<file path="src/rtl/seg_scan_driver_pkg.sv">
// Shared types and defaults for the multiplexed seven-segment scan driver.
package seg_scan_driver_pkg;

  typedef enum logic {
    BLANK = 1'b0,
    LIT   = 1'b1
  } scan_state_t;

  localparam int DIGIT_CYCLES_DEF = 50000;
  localparam int BLANK_CYCLES_DEF = 8;
  localparam int NUM_DIGITS_MIN   = 2;
  localparam int NUM_DIGITS_MAX   = 8;

  function automatic bit num_digits_ok(input int n);
    return (n >= NUM_DIGITS_MIN) && (n <= NUM_DIGITS_MAX);
  endfunction

endpackage

</file>
<file path="src/rtl/seg_scan_driver_lz_mask.sv">
// Leading-zero suppress mask: bit k set when digit k and every digit above it are zero.
module scan_lz_mask
  import seg_scan_driver_pkg::*;
#(
  parameter int NUM_DIGITS = 4
) (
  input  logic [4*NUM_DIGITS-1:0] value,
  input  logic                    lz_suppress,
  output logic [NUM_DIGITS-1:0]   mask
);

  generate
    for (genvar gi = 0; gi < NUM_DIGITS; gi++) begin : g_mask
      if (gi == 0) begin : g_units
        // The rightmost digit always lights so a zero value still shows "0".
        assign mask[gi] = 1'b0;
      end else begin : g_upper
        assign mask[gi] = lz_suppress && (value[4*NUM_DIGITS-1:4*gi] == '0);
      end
    end
  endgenerate

endmodule

</file>
<file path="src/rtl/seg_scan_driver.sv">
// Time-multiplexed hex scan controller for a common-anode display, with
// blanking between digits, frame-aligned value update and leading-zero blanking.
module seg_scan_driver
  import seg_scan_driver_pkg::*;
#(
  parameter int NUM_DIGITS   = 4,
  parameter int DIGIT_CYCLES = DIGIT_CYCLES_DEF,
  parameter int BLANK_CYCLES = BLANK_CYCLES_DEF,
  parameter int CNT_W        = 16
) (
  input  logic                    clk,
  input  logic                    rst,
  input  logic [4*NUM_DIGITS-1:0] value,
  input  logic                    load,
  input  logic                    lz_suppress,
  input  logic                    enable,
  output logic [3:0]              digit_nibble,
  output logic [NUM_DIGITS-1:0]   anodes,
  output logic                    frame_tick,
  output logic                    update_pending
);

  localparam int IDX_W = $clog2(NUM_DIGITS);
  localparam logic [CNT_W-1:0] DIGIT_LAST = CNT_W'(DIGIT_CYCLES - 1);
  localparam logic [CNT_W-1:0] BLANK_LAST = CNT_W'(BLANK_CYCLES - 1);
  localparam logic [IDX_W-1:0] IDX_LAST   = IDX_W'(NUM_DIGITS - 1);

  generate
    if (!num_digits_ok(NUM_DIGITS)) begin : g_bad_num_digits
      $error("seg_scan_driver: NUM_DIGITS out of range 2..8");
    end
  endgenerate

  scan_state_t                 state_reg;
  logic [CNT_W-1:0]            cnt_reg;
  logic [IDX_W-1:0]            idx_reg;
  logic [4*NUM_DIGITS-1:0]     disp_reg;
  logic [4*NUM_DIGITS-1:0]     pend_reg;
  logic                        upd_reg;
  logic                        tick_reg;
  logic [NUM_DIGITS-1:0]       anodes_reg;
  logic [3:0]                  nibble_reg;

  logic                        xfer;
  logic [4*NUM_DIGITS-1:0]     disp_next;
  logic [NUM_DIGITS-1:0]       supp_mask;
  logic [3:0]                  digits_next [NUM_DIGITS];
  logic [IDX_W-1:0]            idx_adv;
  logic                        last_idx;
  logic [NUM_DIGITS-1:0]       sel_onehot;
  logic                        anode_off;
  logic [NUM_DIGITS-1:0]       lit_anodes;

  // The transfer lands at the end of the frame_tick cycle, which is always a
  // blank cycle, so no digit is ever lit from a half-updated value.
  assign xfer      = tick_reg && upd_reg;
  assign disp_next = xfer ? pend_reg : disp_reg;

  scan_lz_mask #(
    .NUM_DIGITS (NUM_DIGITS)
  ) u_lz_mask (
    .value       (disp_next),
    .lz_suppress (lz_suppress),
    .mask        (supp_mask)
  );

  generate
    for (genvar gi = 0; gi < NUM_DIGITS; gi++) begin : g_digits
      assign digits_next[gi] = disp_next[4*gi +: 4];
    end
  endgenerate

  assign last_idx   = (idx_reg == IDX_LAST);
  assign idx_adv    = last_idx ? '0 : idx_reg + IDX_W'(1);
  assign sel_onehot = NUM_DIGITS'(1) << idx_reg;
  assign anode_off  = !enable || supp_mask[idx_reg];
  assign lit_anodes = ~sel_onehot | {NUM_DIGITS{anode_off}};

  always_ff @(posedge clk) begin
    if (rst) begin
      state_reg  <= BLANK;
      cnt_reg    <= '0;
      idx_reg    <= '0;
      disp_reg   <= '0;
      pend_reg   <= '0;
      upd_reg    <= 1'b0;
      tick_reg   <= 1'b0;
      anodes_reg <= '1;
      nibble_reg <= 4'h0;
    end else begin
      tick_reg <= 1'b0;
      disp_reg <= disp_next;
      if (load) begin
        pend_reg <= value;
        upd_reg  <= 1'b1;
      end else if (xfer) begin
        upd_reg <= 1'b0;
      end

      case (state_reg)
        BLANK: begin
          // Keep the nibble tracking the (possibly just transferred) value so
          // the decoder has settled before the anode turns on.
          nibble_reg <= digits_next[idx_reg];
          if (cnt_reg == BLANK_LAST) begin
            state_reg  <= LIT;
            cnt_reg    <= '0;
            anodes_reg <= lit_anodes;
          end else begin
            cnt_reg    <= cnt_reg + CNT_W'(1);
            anodes_reg <= '1;
          end
        end
        LIT: begin
          if (cnt_reg == DIGIT_LAST) begin
            state_reg  <= BLANK;
            cnt_reg    <= '0;
            idx_reg    <= idx_adv;
            anodes_reg <= '1;
            nibble_reg <= digits_next[idx_adv];
            tick_reg   <= last_idx;
          end else begin
            cnt_reg    <= cnt_reg + CNT_W'(1);
            anodes_reg <= lit_anodes;
          end
        end
        default: begin
          state_reg  <= BLANK;
          cnt_reg    <= '0;
          anodes_reg <= '1;
        end
      endcase
    end
  end

  assign digit_nibble   = nibble_reg;
  assign anodes         = anodes_reg;
  assign frame_tick     = tick_reg;
  assign update_pending = upd_reg;

endmodule

</file>
<file path="config.mk">
export PLATFORM = sky130hd
export DESIGN_NAME = seg_scan_driver
export DESIGN_NICKNAME = d
export VERILOG_FILES = /design/src/rtl/seg_scan_driver_pkg.sv /design/src/rtl/seg_scan_driver_lz_mask.sv /design/src/rtl/seg_scan_driver.sv
export SDC_FILE = /design/constraint.sdc
export NUM_CORES = 1
export LEC_CHECK = 0
export CAP_MARGIN = 25
export CORE_UTILIZATION = 56
export DETAILED_ROUTE_END_ITERATION = 7
export GPL_ROUTABILITY_DRIVEN = 0
export PLACE_DENSITY_LB_ADDON = 0.1
export SYNTH_ARGS = -nofsm -noshare
export SYNTH_HDL_FRONTEND = slang
export SYNTH_SLANG_ARGS = --single-unit
</file>
<file path="constraint.sdc">
create_clock -name clk -period 5.15 [get_ports clk]
set_input_delay 0.515 -clock clk [delete_from_list [all_inputs] [get_ports clk]]
set_output_delay 0.515 -clock clk [all_outputs]
set_load 0.005 [all_outputs]
</file>
## After elaboration in Yosys (flattened, before gate mapping)

Index checks and enable logic that the tools add are counted.

- Add/sub/neg operators: 2
- Order comparisons: 3
- Equal/unequal tests: 4
- Shift-type cells: 1
- Multiplexer cells: 23
- Bitwise gates (word level): 6
- Reductions and logical operators: 12

Operator list:

| kind | count |
|---|---|
| two-way mux 16 bit | 3 |
| one-hot mux 16 bit (2 select lines) | 1 |
| two-way mux 4 bit | 7 |
| adder 16 x 1 -> 16 bit (second input constant) | 1 |
| binary-select mux 4 bit (select 2 bit) | 2 |
| == test 16 bit (second input constant) | 1 |
| == test 16 x 3 -> 1 bit (second input constant) | 1 |
| one-hot mux 4 bit (2 select lines) | 2 |
| zero test 12 bit | 1 |
| zero test 8 bit | 1 |
| >= comparator 3 bit (second input constant) | 2 |
| inverter 2 -> 3 bit | 2 |
| two-way mux 1 bit | 5 |
| logical AND 1 bit | 4 |
| zero test 4 bit | 1 |
| inverter 4 bit | 1 |
| OR 4 bit | 1 |
| << shifter 1 x 2 -> 4 bit (first input constant) | 1 |
| less-than comparator 2 x 3 -> 1 bit (second input constant) | 1 |
| OR reduction 3 bit | 1 |
| adder 2 x 1 -> 2 bit (second input constant) | 1 |
| binary-select mux 1 bit (select 2 bit) | 1 |
| == test 2 bit (second input constant) | 1 |
| two-way mux 2 bit | 1 |
| 7 further kinds | 8 |

- Bits in registers: 61
- Input port bits: 21
- Output and inout bits: 10
- Logic and storage cells: 60

## Logic depth before layout (Yosys ltp)

Gate-level depths: netlist (run 1).

- Depth in word-level cells: 10
- Gate-level depth with buffers: 7
- Gate-level depth less buffers: 6

## By module

Synthesis (run 1) repeated with hierarchy kept, for this count alone.

- Cell total of the unflattened synthesis: 280
- Area, all modules: 2811.4 µm²

Modules (own cells, without submodules):

| module | times used | cells an instance | area each (µm²) | seq. area each (µm²) |
|---|---|---|---|---|
| seg_scan_driver | 1 | 272 | 2753.9 | 1221.2 |
| scan_lz_mask | 1 | 8 | 57.6 | 0.0 |

## Least setup slack after synthesis (run 1)

OpenSTA, ideal clock, no wires.

- Path type: register to register
- Start: register idx_reg[0]
- End: register nibble_reg[2], in the netlist digit_nibble[2]
- Library setup time: 0.077 ns
- Arrival time: 1.953 ns
- Data required time: 5.073 ns
- Setup slack: 3.120 ns
- Stages on the path, launching flop included: 6
- Buffers on the path: 0
- Clock period less this slack: 2.030 ns
- Cell sequence: dfxtp_1 > ha_1 > nor2_1 > mux2_2 > or3b_2 > a41oi_2

- Word-level cells in the longest chain between the ends: 8
- Elaborated cells on any way between the ends: 13
- Those cells by class: add/sub: 1; eq/ne: 1; mux: 9; bitwise: 2

RTL lines:

| item | line | source |
|---|---|---|
| start, declared | seg_scan_driver.sv:36 | `logic [IDX_W-1:0] idx_reg;` |
| start signal, assigned | seg_scan_driver.sv:118 | `idx_reg <= idx_adv;` |
| == test 2 bit | seg_scan_driver.sv:73 | `assign last_idx = (idx_reg == IDX_LAST);` |
| named net last_idx | seg_scan_driver.sv:49 | `logic last_idx;` |
| two-way mux 2 bit | seg_scan_driver.sv:74 | `assign idx_adv = last_idx ? '0 : idx_reg + IDX_W'(1);` |
| inverter 2 -> 3 bit (not written as such) | seg_scan_driver.sv:120 | `nibble_reg <= digits_next[idx_adv];` |
| binary-select mux 4 bit (select 2 bit) | seg_scan_driver.sv:120 |  |
| two-way mux 4 bit (not written as such) (2 in series) | seg_scan_driver.sv:120 |  |
| two-way mux 4 bit | seg_scan_driver.sv:115 | `if (cnt_reg == DIGIT_LAST) begin` |
| one-hot mux 4 bit (2 select lines) | seg_scan_driver.sv:100 | `case (state_reg)` |
| end signal, assigned | seg_scan_driver.sv:104 | `nibble_reg <= digits_next[idx_reg];` |
| end signal, assigned | seg_scan_driver.sv:120 |  |
| end, declared | seg_scan_driver.sv:42 | `logic [3:0] nibble_reg;` |

The timed path passes the listed nets, and every way through them passes these cells. The select of a mux whose other input is x is not followed.
A chain may end at the register's enable or synchronous reset.

## Final worst setup path (run 1)

Ends and elaborated chain as after synthesis.

==> flow_summary_export.csv, run 1 <==
group,metric,value,unit
logic_synthesis,synth_edf_count,0,
clock_network,cts_root_buffer,"clkbuf_8",
logic_synthesis,yosys.area.top_type,"dfxtp_1",
min_path,min_path_type,"flip-flop to flip-flop",
placement,portBuffers,30,
grt,grt_pass1_wl,9.156,mm
logic_synthesis,postSynthAreaPerCell,9.940,sq um
logic_synthesis,async_flop_share,0,%
detailed_routing,wl_per_cell,15.09,um
logic_synthesis,synth.top_cells.by_count,"dfxtp_1, nor2_1, mux2i_1",
power_and_ir_drop,combPwrFrac,4.8,%
finish,nNetsFinal,327,
clock_network,cts_hold_buffers,0,
logic_synthesis,synth-seq-area-share,45.33,%
grt,grt-ovfl-total,0,
finish,regArea,1221,sq um
detailed_routing,post-route-drc-count,1,
run,maxCapViolations,0,
detailed_routing,wl,5.371,mm
clock_network,cts_sinks,61,
finish,drive_gt1_share,10.20,%
placement,placed_cell_area,3008,sq um
timing,setup_violations,0,
timing,finClkSkew,0.006558,ns
worst_setup_path,crit_chain,"ha_1, nor2_1, mux2_2, or3b_2, a41oi_2",
worst_setup_path,max_stage_delay,0.47,ns
floorplan,die_height,71.36,um
clock_network,cts_tree,"yes",
grt,track_usage,23.51,%
clock_network,clk_path_buf_depth,2,
power_and_ir_drop,p_per_area,300.6,nW/um^2
timing,max_slew_margin,32.93,%
timing,hold-worst-slack,0.4477,ns
worst_setup_path,cp-endpoint,"digit_nibble[2]",
power_and_ir_drop,total_leakage_power,1.369,nW
timing,slew_viol_final,0,
detailed_routing,dr_total_vias,2054,
grt,antenna_found_initial,0,
logic_synthesis,synth_nets,297,
worst_setup_path,cp_max_fo,9,
finish,utilization,71.67,%
logic_synthesis,synth-seq-cells,61,
floorplan,fp-row-count,24,
worst_setup_path,worstSetupPathType,"flip-flop to flip-flop",
finish,fillers,361,
timing,tightest_slew,1.003,ns
floorplan,pin_count,31,
logic_synthesis,synth_top_area_share,45.33,%
timing,finalCriticalPeriod,2.193,ns
logic_synthesis,yosysMostFrequentCell,"dfxtp_1",
logic_synthesis,postSynthCellCount,271,
power_and_ir_drop,switching_share,20.45,%
grt,grt_pass1_vias,1926,
finish,final_area,3207,sq um
finish,diodes,0,
logic_synthesis,syn_area,2694,sq um
power_and_ir_drop,power_switching,197.2,uW
floorplan,die_area,5092,sq um
worst_setup_path,arrival,2.45,ns
worst_setup_path,r2r-start,"idx_reg[0]",
timing,max_freq,456.0,MHz
run_status,status,"finished with violations",
worst_setup_path,end_kind,"flip-flop",
power_and_ir_drop,power_frac_seq,50.8,%
finish,multi_input_area,1399,sq um
logic_synthesis,ys_top_cells_by_area,"dfxtp_1, mux2i_1, nor2_1, mux4_2, ha_1",
detailed_routing,drtIter0Drc,134,
clock_network,numCtsBuffers,9,
floorplan,die_w,71.36,um
grt,grt_max_degree,44,
floorplan,initial_core_util,60.21,%
worst_setup_path,cpMaxStageDelayCell,"or3b_2",
clock_network,cts_setup_buffers,0,
timing,fin_setup_tns,0,ns
worst_setup_path,cp-start-kind,"flip-flop",
detailed_routing,drtAntennaViolNets,0,
power_and_ir_drop,vdd_drop_max,220.8,uV
detailed_routing,drt-pass1-iter-count,8,
detailed_routing,vias_per_cell,5.770,
timing,finalHoldViolations,0,
placement,dp_hpwl,3.710,mm
logic_synthesis,yosysWarnings,0,
clock_network,clk_pin_slew,0.06,ns
worst_setup_path,rrSetupSlack,2.96,ns
power_and_ir_drop,p_clk_share,44.4,%
worst_setup_path,worstPathRequired,5.41,ns
clock_network,clk_latency,0.34,ns
timing,rsz0062_at_grt,"false",
logic_synthesis,synth_cell_types,45,
run_status,violations,"design-rule violations",
clock_network,cts_resized,0,
worst_setup_path,ff2ff_path_depth,5,
timing,fin_crit_sh,42.58,%
clock_network,ctsHtreeMaxLevel,3,
floorplan,core-area,4474,sq um
finish,area_delta_synth_final,19.04,%
worst_setup_path,startpoint,"idx_reg[0]",
power_and_ir_drop,p_int,766.7,uW
logic_synthesis,ys.flop_type,"dfxtp_1",
worst_setup_path,r2r_end,"digit_nibble[2]",
[cell families after synthesis]
| family | Yosys count | share of synthesized area, % |
|---|---|---|
| xor gates and xnor gates | 14 | 4.552 |
| buffers and inverters | 16 | 2.740 |
| and+or+nand+nor | 113 | 21.13 |
| AOI/OAI and AO/OA | 22 | 6.874 |
| DFF | 61 | 45.33 |
| adders and majority gates | 5 | 2.322 |
| muxes | 40 | 17.05 |
[worst min path at each step]
| stage | start | to | slack (ns) | cells past startpoint |
|---|---|---|---|---|
| final | cnt_reg[0] | cnt_reg[0] | 0.45 | 1 |
| after global routing | cnt_reg[0] | cnt_reg[0] | 0.49 | 1 |
| after CTS | cnt_reg[0] | cnt_reg[0] | 0.45 | 1 |
| after detailed placement | cnt_reg[0] | cnt_reg[0] | 0.44 | 1 |
| after global placement | cnt_reg[0] | cnt_reg[0] | 0.42 | 1 |
| after floorplan | cnt_reg[0] | cnt_reg[0] | 0.41 | 1 |
[power groups by stage]
stage	Combinational (mW)	Clock [mW]	Sequential (mW)
floorplan	0.0260	0	0.498
global placement	0.0461	0	0.500
detailed placement	0.0468	0	0.500
CTS	0.0471	0.435	0.490
global route	0.0512	0.456	0.491
finish	0.0465	0.428	0.490
[layer usage]
metal  vias up  GRT usage (%)  routed length [um]
met1       962          31.02                2474
li1       1016              -                   -
met3        14          5.626                 300
met5         -              0                   0
met4         0          11.33                 121
met2        62          36.40                2475
[metrics by stage]
step | total power, mW | instances | setup slack (ns)
after floorplan | 0.5238 | 271 | 3.120
after global placement | 0.5459 | 342 | 2.963
after detailed placement | 0.5470 | 342 | 2.953
after CTS | 0.9717 | 356 | 2.949
after global routing | 0.9984 | 356 | 2.818
final | 0.9639 | 356 | 2.957
[cell type report]
cell class / instances / area share [%]
flip-flops and latches: 61 / 38.08
multi-input cells: 194 / 43.62
clock buffers: 13 / 5.267
repair buffers: 31 / 9.598
well taps: 52 / 2.029
inverters: 4 / 0.4682
clock inverters: 1 / 0.9364
[layout by cell type, fill, tap and decap left out, types with 2 or more instances in the layout]
master / instances
and3_1: 7
nand3_1: 11
nand2_1: 9
clkbuf_8: 12
ha_1: 5
nor3_1: 2
xnor2_1: 7
nor2b_1: 2
inv_1: 4
xor2_1: 7
and2_1: 2
mux4_2: 4
nand4_1: 5
or2_1: 2
a21oi_1: 9
nor2_1: 56
a22oi_1: 2
mux2_2: 3
clkdlybuf4s50_1: 30
nor4_1: 3
and4_1: 4
mux2i_1: 32
or3_1: 2
dfxtp_1: 61
[worst max-delay path, delay by kind of cell, from the launching register on]
kind	cells	cell delay, ns
and+or+nand+nor	2	0.88
DFF	1	0.39
muxes	1	0.39
adders and majority gates	1	0.27
AOI/OAI and AO/OA	1	0.19
No activity file was read; power rests on OpenSTA's default activity.
==> run 2, diff against run 1 <==
CORE_UTILIZATION = 55   (was 56)
clock period = 2.16 ns   (was 5.15 ns; I/O delays follow)
==> flow_summary_export.csv, run 2 (same netlist as run 1, synthesis figures left out) <==
group,metric,value,unit
finish,fin_cells,384,
floorplan,fp-row-count,25,
timing,max_slew_margin,74.17,%
worst_setup_path,cpMaxStageDelayCell,"dfxtp_1",
detailed_routing,wl_per_cell,14.14,um
run,maxCapViolations,0,
grt,grt_max_degree,29,
worst_setup_path,worstSetupPathType,"flip-flop to flip-flop",
floorplan,initial_core_util,57.03,%
grt,grt-ovfl-total,0,
grt,antenna_found_initial,0,
clock_network,numCtsBuffers,9,
clock_network,cts_sinks,61,
timing,hold-worst-slack,0.4424,ns
worst_setup_path,end_kind,"flip-flop",
grt,grt_pass1_vias,1929,
worst_setup_path,worstPathRequired,2.36,ns
clock_network,ctsHtreeMaxLevel,3,
timing,finalCriticalPeriod,1.968,ns
worst_setup_path,crit_buf_inv,0,
power_and_ir_drop,vdd_drop_max,470.8,uV
detailed_routing,drtAntennaViolNets,0,
timing,tightest_slew,0.3767,ns
timing,slew_viol_final,0,
worst_setup_path,max_stage_delay,0.47,ns
finish,final_common_cell,"dfxtp_1",
timing,max_freq,508.1,MHz
worst_setup_path,arrival,2.17,ns
min_path,min_path_type,"flip-flop to flip-flop",
floorplan,die_height,71.99,um
timing,finClkSkew,0.007473,ns
power_and_ir_drop,total_leakage_power,1.405,nW
finish,final_area,3276,sq um
grt,track_usage,22.80,%
placement,dp_hpwl,3.966,mm
timing,setup_ws,0.1918,ns
worst_setup_path,cp_top_family,"compound AO/OA/AOI/OAI gates",
detailed_routing,drtIter0Drc,153,
run_status,status,"completed",
worst_setup_path,crit_chain,"nand2_4, mux2_4, o2111a_1, a221oi_2, nand3_1",
clock_network,cts_root_buffer,"clkbuf_8",
clock_network,clk_latency,0.33,ns
placement,place_ws,0.2161,ns
floorplan,die_w,71.99,um
finish,diodes,0,
power_and_ir_drop,p_per_area,645.9,nW/um^2
finish,final_cell_mix,"dfxtp_1, nor2_1, mux2i_1",
clock_network,clk_path_buf_depth,2,
placement,portBuffers,30,
finish,area_delta_synth_final,21.60,%
detailed_routing,wl,5.430,mm
placement,placedCellCount,369,
finish,nNetsFinal,339,
grt,grt_pass1_wl,9.039,mm
finish,utilization,69.35,%
finish,drive_gt1_share,13.25,%
worst_setup_path,cp-start-kind,"flip-flop",
clock_network,cts_resized,0,
clock_network,cts_setup_buffers,0,
clock_network,cts_hold_buffers,0,
detailed_routing,post-route-drc-count,0,
floorplan,pin_count,31,
floorplan,die_area,5182,sq um
worst_setup_path,cp_max_fo,18,
timing,rsz0062_at_grt,"false",
detailed_routing,vias_per_cell,5.305,
floorplan,core-area,4723,sq um
timing,fin_setup_tns,0,ns
detailed_routing,drt-pass1-iter-count,4,
clock_network,cts_tree,"yes",
timing,setup_violations,0,
clock_network,clk_pin_slew,0.07,ns
power_and_ir_drop,power.total,2.116,mW
timing,finalHoldViolations,0,
detailed_routing,dr_total_vias,2037,
timing,fin_crit_sh,91.12,%
placement,placed_cell_area,3117,sq um
[run 2: where the power goes]
part           leakage (nW)  internal, mW  total, mW  switching [mW]
Clock                0.0833         0.438      0.833           0.394
Combinational         0.826        0.0662      0.114          0.0482
Sequential            0.496          1.15       1.17          0.0189
Total                  1.40          1.65       2.12           0.462
[run 2: layout make-up]
class	count	area, sq um
clock inverters	2	10.01
inverters	4	15.01
clock buffers	13	148.9
multi-input cells	194	1399
flip-flops and latches	61	1221
repair buffers	43	397.9
fillers	380	1448
well taps	67	83.83
[run 2: per-layer routing]
metal | global-route usage [%] | vias to the layer above | share of wire [%]
li1 | - | 1038 | -
met2 | 33.12 | 50 | 44
met5 | 0 | - | 0
met1 | 32.27 | 945 | 50
met3 | 4.861 | 4 | 5.3
met4 | 11.11 | 0 | 0.76
[run 2: worst paths after layout]
| kind | start | to | slack (ns) | cells after the start |
|---|---|---|---|---|
| max | frame_tick | anodes[2] | 0.19 | 5 |
| min | cnt_reg[0] | cnt_reg[0] | 0.44 | 1 |
| max reg2reg | frame_tick | anodes[2] | 0.19 | 5 |
| min reg2reg | cnt_reg[0] | cnt_reg[0] | 0.44 | 1 |
==> run 3, diff against run 2 <==
CORE_UTILIZATION = 56   (was 55)
SYNTH_HIERARCHICAL = 1   (was default)
clock period = 2.5 ns   (was 2.16 ns; I/O delays follow)
==> flow_summary_export.csv, run 3 <==
group,metric,value,unit
detailed_routing,drtIter0Drc,49,
timing,setup_violations,0,
worst_setup_path,cp_max_fo,18,
timing,fin_setup_tns,0,ns
worst_setup_path,r2r-start,"update_pending",
run_status,status,"completed",
grt,antenna_found_initial,0,
detailed_routing,drt-pass1-iter-count,4,
min_path,hold_depth,1,
min_path,hp-start,"cnt_reg[0]",
finish,final_area,3406,sq um
power_and_ir_drop,p_per_area,615.4,nW/um^2
worst_setup_path,arrival,2.59,ns
logic_synthesis,yosysWarnings,6,
detailed_routing,met1_length,2.397,mm
worst_setup_path,end_kind,"flip-flop",
worst_setup_path,crit_chain,"nand2_8, mux2i_4, inv_1, or4b_1, nor4_2, mux4_2, a2111oi_4, nand2_1",
timing,tightest_slew,0.7375,ns
detailed_routing,dr_total_vias,2023,
detailed_routing,wl,5.398,mm
clock_network,clk_pin_slew,0.07,ns
floorplan,die_area,5280,sq um
worst_setup_path,crit_buf_inv,1,
floorplan,pin_count,31,
floorplan,die_w,72.67,um
clock_network,ctsHtreeMaxLevel,3,
finish,final_cell_mix,"dfxtp_1, nor2_1, clkdlybuf4s50_1",
detailed_routing,vias_per_cell,5.296,
placement,placedCellCount,366,
min_path,whs_endpoint,"cnt_reg[0]",
detailed_routing,post-route-drc-count,0,
logic_synthesis,postSynthAreaPerCell,10.13,sq um
placement,place_ws,0.09421,ns
power_and_ir_drop,power.total,2.096,mW
timing,finalHoldViolations,0,
floorplan,fp-row-count,25,
worst_setup_path,cp-start-kind,"flip-flop",
clock_network,cts_sinks,61,
detailed_routing,route.met3.wl,211,um
grt,grt_max_degree,19,
detailed_routing,routed-wl-met2,2.707,mm
finish,final_common_cell,"dfxtp_1",
worst_setup_path,startpoint,"update_pending",
clock_network,cts_hold_buffers,0,
run,maxCapViolations,0,
grt,grt_pass1_vias,1955,
timing,finalCriticalPeriod,2.312,ns
detailed_routing,top_layer,"met4",
timing,rsz0062_at_grt,"false",
grt,track_usage,23.13,%
timing,max_freq,432.5,MHz
logic_synthesis,postSynthCellCount,276,
power_and_ir_drop,total_leakage_power,1.499,nW
clock_network,clk_path_buf_depth,2,
logic_synthesis,synth_nets,302,
worst_setup_path,cp_top_family,"simple AND/OR/NAND/NOR gates",
worst_setup_path,r2r_end,"anodes[0]",
clock_network,clk_latency,0.34,ns
worst_setup_path,ff2ff_path_depth,8,
placement,dp_hpwl,3.845,mm
timing,finClkSkew,0.005252,ns
placement,placed_cell_area,3134,sq um
detailed_routing,drtAntennaViolNets,0,
power_and_ir_drop,vdd_drop_max,421.1,uV
clock_network,cts_root_buffer,"clkbuf_8",
finish,fin_cells,382,
placement,portBuffers,30,
worst_setup_path,worstSetupPathType,"flip-flop to flip-flop",
finish,diodes,0,
logic_synthesis,syn_area,2796,sq um
floorplan,core-area,4755,sq um
finish,fillers,385,
finish,nNetsFinal,336,
worst_setup_path,worstPathRequired,2.78,ns
finish,area_delta_synth_final,21.79,%
detailed_routing,wl_per_cell,14.13,um
clock_network,cts_tree,"yes",
min_path,min_path_type,"flip-flop to flip-flop",
timing,fin_crit_sh,92.50,%
worst_setup_path,cpMaxStageDelayCell,"or4b_1",
floorplan,initial_core_util,58.82,%
timing,slew_viol_final,0,
finish,drive_gt1_share,14.92,%
floorplan,die_height,72.67,um
worst_setup_path,max_stage_delay,0.58,ns
timing,setup_ws,0.1876,ns
grt,grt_pass1_wl,9.163,mm
clock_network,numCtsBuffers,9,
grt,grt-ovfl-total,0,
worst_setup_path,rrSetupSlack,0.19,ns
timing,max_slew_margin,50.68,%
[run 3: final cells by class]
class	count	area [sq um]	area share, %
clock inverters	4	70.07	2.057
repair buffers	37	352.8	10.36
multi-input cells	183	1454	42.69
flip-flops and latches	61	1222	35.89
well taps	67	83.83	2.461
clock buffers	12	155.1	4.555
inverters	18	67.56	1.984
[run 3: worst reg2reg max path, stage by stage (launching register included)]
cell and delay (ns):
dfxtp_1 0.37, nand2_8 0.21, mux2i_4 0.30, inv_1 0.05, or4b_1 0.58, nor4_2 0.26, mux4_2 0.31, a2111oi_4 0.07
nand2_1 0.10
[run 3: metal layers]
metal	vias up	track usage [%]
li1	1015	-
met5	-	0
met2	43	39.25
met1	956	26.85
met3	9	8.011
met4	0	8.932
[run 3: repair_timing]
| action | CTS | global route |
|---|---|---|
| endpoints found under the setup margin | 0 | 4 |
| setup buffers | 0 | 0 |
| resized for setup | 0 | 9 |
[run 3: metrics by stage]
stage	hold slack (ns)	util [%]
final	0.4486	71.63
after detailed placement	0.4353	65.92
after CTS	0.4503	70.66
after global routing	0.4660	71.63
after global placement	0.4293	65.92
after floorplan	0.3971	-
[run 3: how the worst max path moves through the flow]
| stage | cells after the start | to |
|---|---|---|
| global route | 8 | anodes[3] |
| finish | 8 | anodes[0] |
| CTS | 8 | anodes[0] |
| floorplan | 9 | anodes[0] |
| detailed placement | 8 | anodes[0] |
| global placement | 8 | anodes[0] |
[run 3: power breakdown]
group / switching, mW / internal, mW / leakage (nW) / total, mW
Sequential: 0.0173 / 0.993 / 0.496 / 1.01
Combinational: 0.0435 / 0.0581 / 0.886 / 0.102
Clock: 0.372 / 0.613 / 0.116 / 0.984
